**config.mk**
```make
export PLATFORM = sky130hd
export DESIGN_NAME = alu_wb_regfile
export DESIGN_NICKNAME = d
export VERILOG_FILES = /design/src/rtl/alu_wb_regfile.sv
export SDC_FILE = /design/constraint.sdc
export NUM_CORES = 1
export LEC_CHECK = 0
export CORE_MARGIN = 2
export CORE_UTILIZATION = 35
export CTS_CLUSTER_DIAMETER = 120
export DETAILED_ROUTE_END_ITERATION = 10
export GPL_ROUTABILITY_DRIVEN = 0
export SETUP_SLACK_MARGIN = 0.5
export SLEW_MARGIN = 40
export SYNTH_ARGS = -nofsm -noshare
export SYNTH_HDL_FRONTEND = slang
export SYNTH_SLANG_ARGS = --single-unit
```
**constraint.sdc**
```tcl
create_clock -name clk -period 3.2 [get_ports clk]
set_clock_uncertainty 0.2 [all_clocks]
set_input_delay 0.32 -clock clk [delete_from_list [all_inputs] [get_ports clk]]
set_output_delay 0.32 -clock clk [all_outputs]
set_load 0.05 [all_outputs]
```
**src/rtl/alu_wb_regfile.sv**
```systemverilog
// Write-back stage: 2-entry result queue draining into an 8x16 register file with two read ports.
// Latency: accepted result lands in the register file one edge after accept (no stall); reads are combinational.
// Backpressure: in_ready drops when both queue slots are full or reset is high; wb_stall holds the drain.
//
// Ports:
//   clk, reset                    - clock; synchronous active-high reset
//   in_valid/in_ready             - result handshake; in_data/in_waddr carry the result and destination
//   wb_stall                      - when 1, the queue head is not written this cycle
//   rs_addr/rs_data, rt_addr/rt_data - combinational operand read ports (register 0 always reads 0)
//   wb_count, wb_busy             - registered queue occupancy (0..2) and occupancy != 0
//
// Optional macro WB_BYPASS_EN: read ports forward queued results (newest match wins) ahead of the
// register file. Without it, queued results are invisible until written.
module alu_wb_regfile #(
    parameter int DATA_W  = 16,
    parameter int REG_CNT = 8,
    parameter int ADDR_W  = 3
) (
    input  logic              clk,
    input  logic              reset,
    input  logic              in_valid,
    output logic              in_ready,
    input  logic [DATA_W-1:0] in_data,
    input  logic [ADDR_W-1:0] in_waddr,
    input  logic              wb_stall,
    input  logic [ADDR_W-1:0] rs_addr,
    input  logic [ADDR_W-1:0] rt_addr,
    output logic [DATA_W-1:0] rs_data,
    output logic [DATA_W-1:0] rt_data,
    output logic [1:0]        wb_count,
    output logic              wb_busy
);

    // Queue storage; validity is tracked solely by count, so slots need no reset.
    logic [ADDR_W-1:0] q_addr [2];
    logic [DATA_W-1:0] q_data [2];
    logic              rd_ptr;
    logic              wr_ptr;
    logic [1:0]        count;

    logic [DATA_W-1:0] regs [REG_CNT];

    logic              accept;
    logic              drain;

    // Ready is a pure function of state (plus reset), so a full queue stays not-ready
    // even on a cycle where the head drains.
    assign in_ready = !reset && (count != 2'd2);
    assign accept   = in_valid && in_ready;
    assign drain    = (count != 2'd0) && !wb_stall;

    assign wb_count = count;
    assign wb_busy  = (count != 2'd0);

    always_ff @(posedge clk) begin
        if (accept) begin
            q_addr[wr_ptr] <= in_waddr;
            q_data[wr_ptr] <= in_data;
        end
    end

    always_ff @(posedge clk) begin
        if (reset) begin
            count  <= 2'd0;
            rd_ptr <= 1'b0;
            wr_ptr <= 1'b0;
            for (int i = 0; i < REG_CNT; i++) begin
                regs[i] <= '0;
            end
        end else begin
            if (accept) begin
                wr_ptr <= ~wr_ptr;
            end
            if (drain) begin
                rd_ptr <= ~rd_ptr;
                // Writes to register 0 retire normally but leave it at zero.
                if (q_addr[rd_ptr] != '0) begin
                    regs[q_addr[rd_ptr]] <= q_data[rd_ptr];
                end
            end
            case ({accept, drain})
                2'b10:   count <= count + 2'd1;
                2'b01:   count <= count - 2'd1;
                default: count <= count;
            endcase
        end
    end

    // Both read ports share one lookup; index 0 is rs, index 1 is rt.
    logic [ADDR_W-1:0] raddr [2];
    logic [DATA_W-1:0] rdata [2];

    assign raddr[0] = rs_addr;
    assign raddr[1] = rt_addr;
    assign rs_data  = rdata[0];
    assign rt_data  = rdata[1];

    always_comb begin
        for (int p = 0; p < 2; p++) begin
            rdata[p] = (raddr[p] == '0) ? '0 : regs[raddr[p]];
`ifdef WB_BYPASS_EN
            // Head first, then tail, so the newest matching entry takes precedence.
            if (raddr[p] != '0) begin
                if ((count != 2'd0) && (q_addr[rd_ptr] == raddr[p])) begin
                    rdata[p] = q_data[rd_ptr];
                end
                if ((count == 2'd2) && (q_addr[~rd_ptr] == raddr[p])) begin
                    rdata[p] = q_data[~rd_ptr];
                end
            end
`endif
        end
    end

endmodule

```
==> Word level (Yosys, flattened, before mapping) <==
Memory sizes are Yosys's and may differ from the RTL's. A register that Yosys moved wholly into a read port is not among the register bits.
Cells that the tools add are included.
{ "totals": {"mem_count": 3, "ff_bits": 4, "input_bits": 29, "mem_bits_rw": 166, "word_cells": 42} }
{ "memory_table": {"columns": ["name", "depth", "word_bits", "rd", "rd_ports_with_merged_regs", "wr", "line", "source"], "rows": [
  ["regs", 8, 16, 2, 0, 8, "41", "logic [DATA_W-1:0] regs [REG_CNT];"],
  ["q_data", 2, 16, 1, 1, 1, "36", "logic [DATA_W-1:0] q_data [2];"],
  ["q_addr", 2, 3, 1, 1, 1, "35", "logic [ADDR_W-1:0] q_addr [2];"]
]} }
{ "op_classes": {"n_reduce_logical": 11, "add_sub_neg": 2, "bitwise_logic": 2, "mux": 18, "n_eq_ne": 3} }
{ "ops": {"columns": ["cell", "count"], "rows": [
  ["16-bit two-way mux", 3],
  ["16-bit OR reduction", 1],
  ["1-bit two-way mux", 13],
  ["3-bit zero test", 2],
  ["2-bit one-hot mux with 2 select lines", 1],
  ["2-bit nonzero test", 2],
  ["1-bit logical AND", 3],
  ["3-bit two-way mux", 1],
  ["3-bit nonzero test", 1],
  ["2-bit by 1-bit adder with 2-bit output, second input constant", 1],
  ["2-bit by 1-bit == test with 1-bit output, second input constant", 1],
  ["2-bit == test, second input constant", 1],
  ["1-bit zero test", 2],
  ["2-bit inequality test, second input constant", 1],
  ["1-bit NOT", 2],
  ["2-bit by 1-bit subtractor with 2-bit output, second input constant", 1]
]} }

==> Longest topological paths before layout <==
{ "depth": {"ltp_word": 7, "ltp_mapped": 7} }

==> Least setup slack after synthesis <==
Ideal clock, no wire load.
{ "synth_timing": {"kind": "register to register", "start": "reg count[0] (netlist: wb_count[0])", "end": "mem q_addr[0][0] (enable)", "t_arrival_ns": 2.763, "synth_period_minus_slack_ns": 3.408, "slack_ns": -0.208, "n_path_buf": 0, "setup_ns": 0.445, "path_stages_with_launch": 3, "cell_sequence": "dfxtp_1 nor2b_1 nor4_1"} }
{ "synth_via": {"elab_chain_len": 5} }
{ "synth_rtl": {"columns": ["element", "line", "source"], "rows": [
  ["start: declaration", "39", "logic [1:0] count;"],
  ["start signal: assignment", "82", "2'b10: count <= count + 2'd1;"],
  ["start signal: assignment", "83", "2'b01: count <= count - 2'd1;"],
  ["start signal: assignment", "84", "default: count <= count;"],
  ["2-bit inequality test", "48", "assign in_ready = !reset && (count != 2'd2);"],
  ["1-bit logical AND", "48", null],
  ["1-bit logical AND", "49", "assign accept = in_valid && in_ready;"],
  ["1-bit two-way mux", "56", "if (accept) begin"],
  ["1-bit two-way mux (not written as such)", "57", "q_addr[wr_ptr] <= in_waddr;"],
  ["end: declaration", "35", null]
]} }
No other way between the ends.

==> Worst setup path in the final report <==
{ "layout_timing": {"start": "in rt_addr[1]", "end": "out rt_data[6]"} }
{ "layout_via": {"elab_chain_len": 2} }
{ "layout_rtl": {"columns": ["element", "line", "source"], "rows": [
  ["start: declaration", "27", "input logic [ADDR_W-1:0] rt_addr,"],
  ["memory read 8 x 16 bit or 3-bit zero test (tied branches)", null, null],
  ["16-bit two-way mux (*)", "100", "rdata[p] = (raddr[p] == '0) ? '0 : regs[raddr[p]];"],
  ["end: declaration", "29", "output logic [DATA_W-1:0] rt_data,"]
]} }
Mark *: on every way between the ends. The rest lies on a longest branch, timed or not.

==> out/qor.txt <==
Remaining DRCs = 0
Post-route setup TNS = 0 ps
Share of layout cells above drive strength 1 = 0.2959
Hold crit path type = primary input to flop
Post-synthesis adder-cell area fraction = 0.001636
EDFF count, synth = 150
Unrepaired setup endpoints after global routing = true
Measured slew at the worst slew-check pin = 795.5 ps
Dpl hpwl = 14.37 mm
Post-synth ARST share = 0
Vias = 5,221
CP Buf/Inv Count = 3
Antenna violations before repair = 0
Reg area = 4604 um^2
CP top delay family = buffers and inverters
Max_cap viols = 0
Max-slew violation count = 0
Crit path launch type = primary input
GRT Residual Overflow = 0
FF+latch count, synth = 155
Fmax = 372.0 MHz
Area fraction of the dominant cell type after synthesis = 0.5891
Fin crit share = 0.8400
Dominant cells by area after synthesis = edfxtp_1 (59%), mux2_2 (9.4%), mux2i_1 (6.3%)
Die height = 151.8 um
Largest family of logic cells by synthesized area = multiplexers
Vias in the first global route = 5,270
Worst path cell trace = clkdlybuf4s50_1 -> buf_4 -> mux2_2 -> a221oi_1 -> nor2_1 -> buf_12
Die X = 151.8 um
Cts bufs inserted = 17
Number of library cell types mapped by synthesis = 41
Most frequent cells in the layout = edfxtp_1 (150), nor2_1 (83), mux2_2 (64), nor3_1 (49), mux2i_1 (48)
First-pass GRT wire length = 30.98 mm
PD cells = 616.2 nW/um^2
Synth Area in Compound Gates = 0.08313
Mean Syn Cell Area = 13.16 um^2
Hold Path Origin = in_data[13]
I/O pins = 65
Max VDD drop = 0.0003793 V
CP Max Fanout = 11
Slew Limit Headroom = 0.4680
Core area = 21,620 um^2
NumNets Final = 676
Most used DFF post-synth = edfxtp_1
Critical path data arrival time = 2170 ps
CTS tree = built
Commonest non-fill, non-tap cell in the layout = edfxtp_1
First drt pass iteration count = 5
Sequential area share after synthesis = 0.6022
Routed met2 length = 9.429 mm
Lkg Pwr = 3.407 nW
DIE AREA = 23,040 um^2
Final setup viols = 0
Initial Util = 0.3536
Total track usage = 0.1730
Simple-Gate Fraction of Synth Area = 0.1132
Placement Rows = 54
Drt total wl = 19.79 mm
Minimum clock period = 2688 ps
Post-Layout Cell Count = 939
Yosys warning total = 0
R2R depth = 5
Antenna diode count = 0
Clock slew at reported path FFs = 60 ps
Port Buffers = 64
DRT antenna net count = 0
Fillers = 1,931
Synthesized Nets = 611
Multi-input combinational cell area = 2903 um^2
WHS Path Cells = 1
Multiplexer area fraction after synthesis = 0.1591
Bufs on Longest Clock Path = 2
Clk sink count = 155
Metal1 wirelength = 8.948 mm
DR WL met3 = 976 um
CTS root buf = clkbuf_16
WL/cell = 21.07 um
Final hold violation count = 0
Worst path required time = 2680 ps
H-tree Lvls = 4
Largest stage delay, worst path = 540 ps
CTS Hold Buffers Added = 0
Cell Area, Synth = 7646 um^2
DRT iter0 DRCs = 547
Synthesized-area fraction occupied by xor and xnor cells = 0.003436
WHS Endpoint = q_data[0][13]
Largest net degree at the start of global routing = 51
Reg-to-reg endpoint = regs[2][1]
Clock Latency Late Sink = 430 ps
Status = complete, no violations
Overall power = 5.990 mW
Cell type with the highest aggregate area in the netlist = edfxtp_1
Slowest CP cell = clkdlybuf4s50_1
Highest metal used = met4
Vias per inst = 5.560
Cell Count Post-Placement = 907
Syn Inst Count = 581
Critical path capture point type = output pin
Setup repair bufs after CTS = 0
R2r setup slk = 670 ps
Synth-to-Final Area Change = 27.13%
Setup CP Type = primary input to output pin
-- metrics by stage --
step	area (um^2)	util	worst slack, ps	hold WS [ps]
5_1_grt	9721	0.4496	466.9	264.5
3_5_place_dp	9046	0.4184	477.9	308.3
2_1_floorplan	7736	-	136.2	218.9
6_report	9721	0.4496	511.9	275.1
3_3_place_gp	9046	0.4184	499.4	297.3
4_1_cts	9696	0.4484	515.7	259.9
-- synthesized netlist by cell type, types with 2 or more instances --
library cell and n:
nor2_1 85, a31oi_1 2, nand2b_1 2, o21ai_0 8, mux2_2 64, nor3_1 49, nand2_1 5, o22ai_1 16
a221oi_1 45, xnor2_1 2, dfxtp_1 5, buf_4 5, nor2b_1 4, mux2i_1 48, a21oi_1 3, nand4bb_1 16
clkbuf_1 16, inv_1 5, edfxtp_1 150, buf_2 30
-- worst max path at each step --
stage           startpoint     endpoint  slack, ps  depth (start not counted)
2_1_floorplan  wb_count[0]   regs[5][0]        140                          4
3_5_place_dp    rs_addr[1]   rs_data[7]        480                          7
5_1_grt         rt_addr[1]   rt_data[6]        470                          6
6_report        rt_addr[1]   rt_data[6]        510                          6
4_1_cts         rt_addr[1]   rt_data[6]        520                          6
3_3_place_gp    rs_addr[1]  rs_data[12]        500                          7
-- area by class of cell --
class,count,share of cell area
clock buffers,20,0.04492
well taps,280,0.03604
flip-flops and latches,155,0.4737
multi-input cells,367,0.2986
clock inverters,12,0.01982
repair buffers,99,0.1246
inverters,6,0.002317
-- power by group --
part,total [mW],internal (mW),switching [mW]
Combinational,1.40,0.537,0.868
Clock,2.14,1.32,0.817
Sequential,2.45,2.37,0.0755
-- kinds of logic after synthesis --
kind of cell | after synthesis
xor+xnor | 3
buf+inv | 59
mux | 113
compound gates | 81
fa+ha+maj | 1
simple gates | 169
flops | 155
-- what timing repair did --
action	CTS	global route
resized for setup	4	6
pin swaps	0	0
endpoints found under the setup margin	4	10
-- flip-flops by register name, indices dropped and copies added, names as in the netlist, named ones only --
name,cells
q_data,32
wb_count,2
rd_ptr,1
q_addr,6
regs,112
wr_ptr,1
-- metal layers --
| layer | vias to the layer above | GRT usage |
|---|---|---|
| met5 | - | 0 |
| met4 | 0 | 0.06364 |
| met3 | 30 | 0.03423 |
| met2 | 196 | 0.2707 |
| met1 | 2601 | 0.2400 |
| li1 | 2394 | - |
Note: power is estimated with default switching activity, not from simulation.
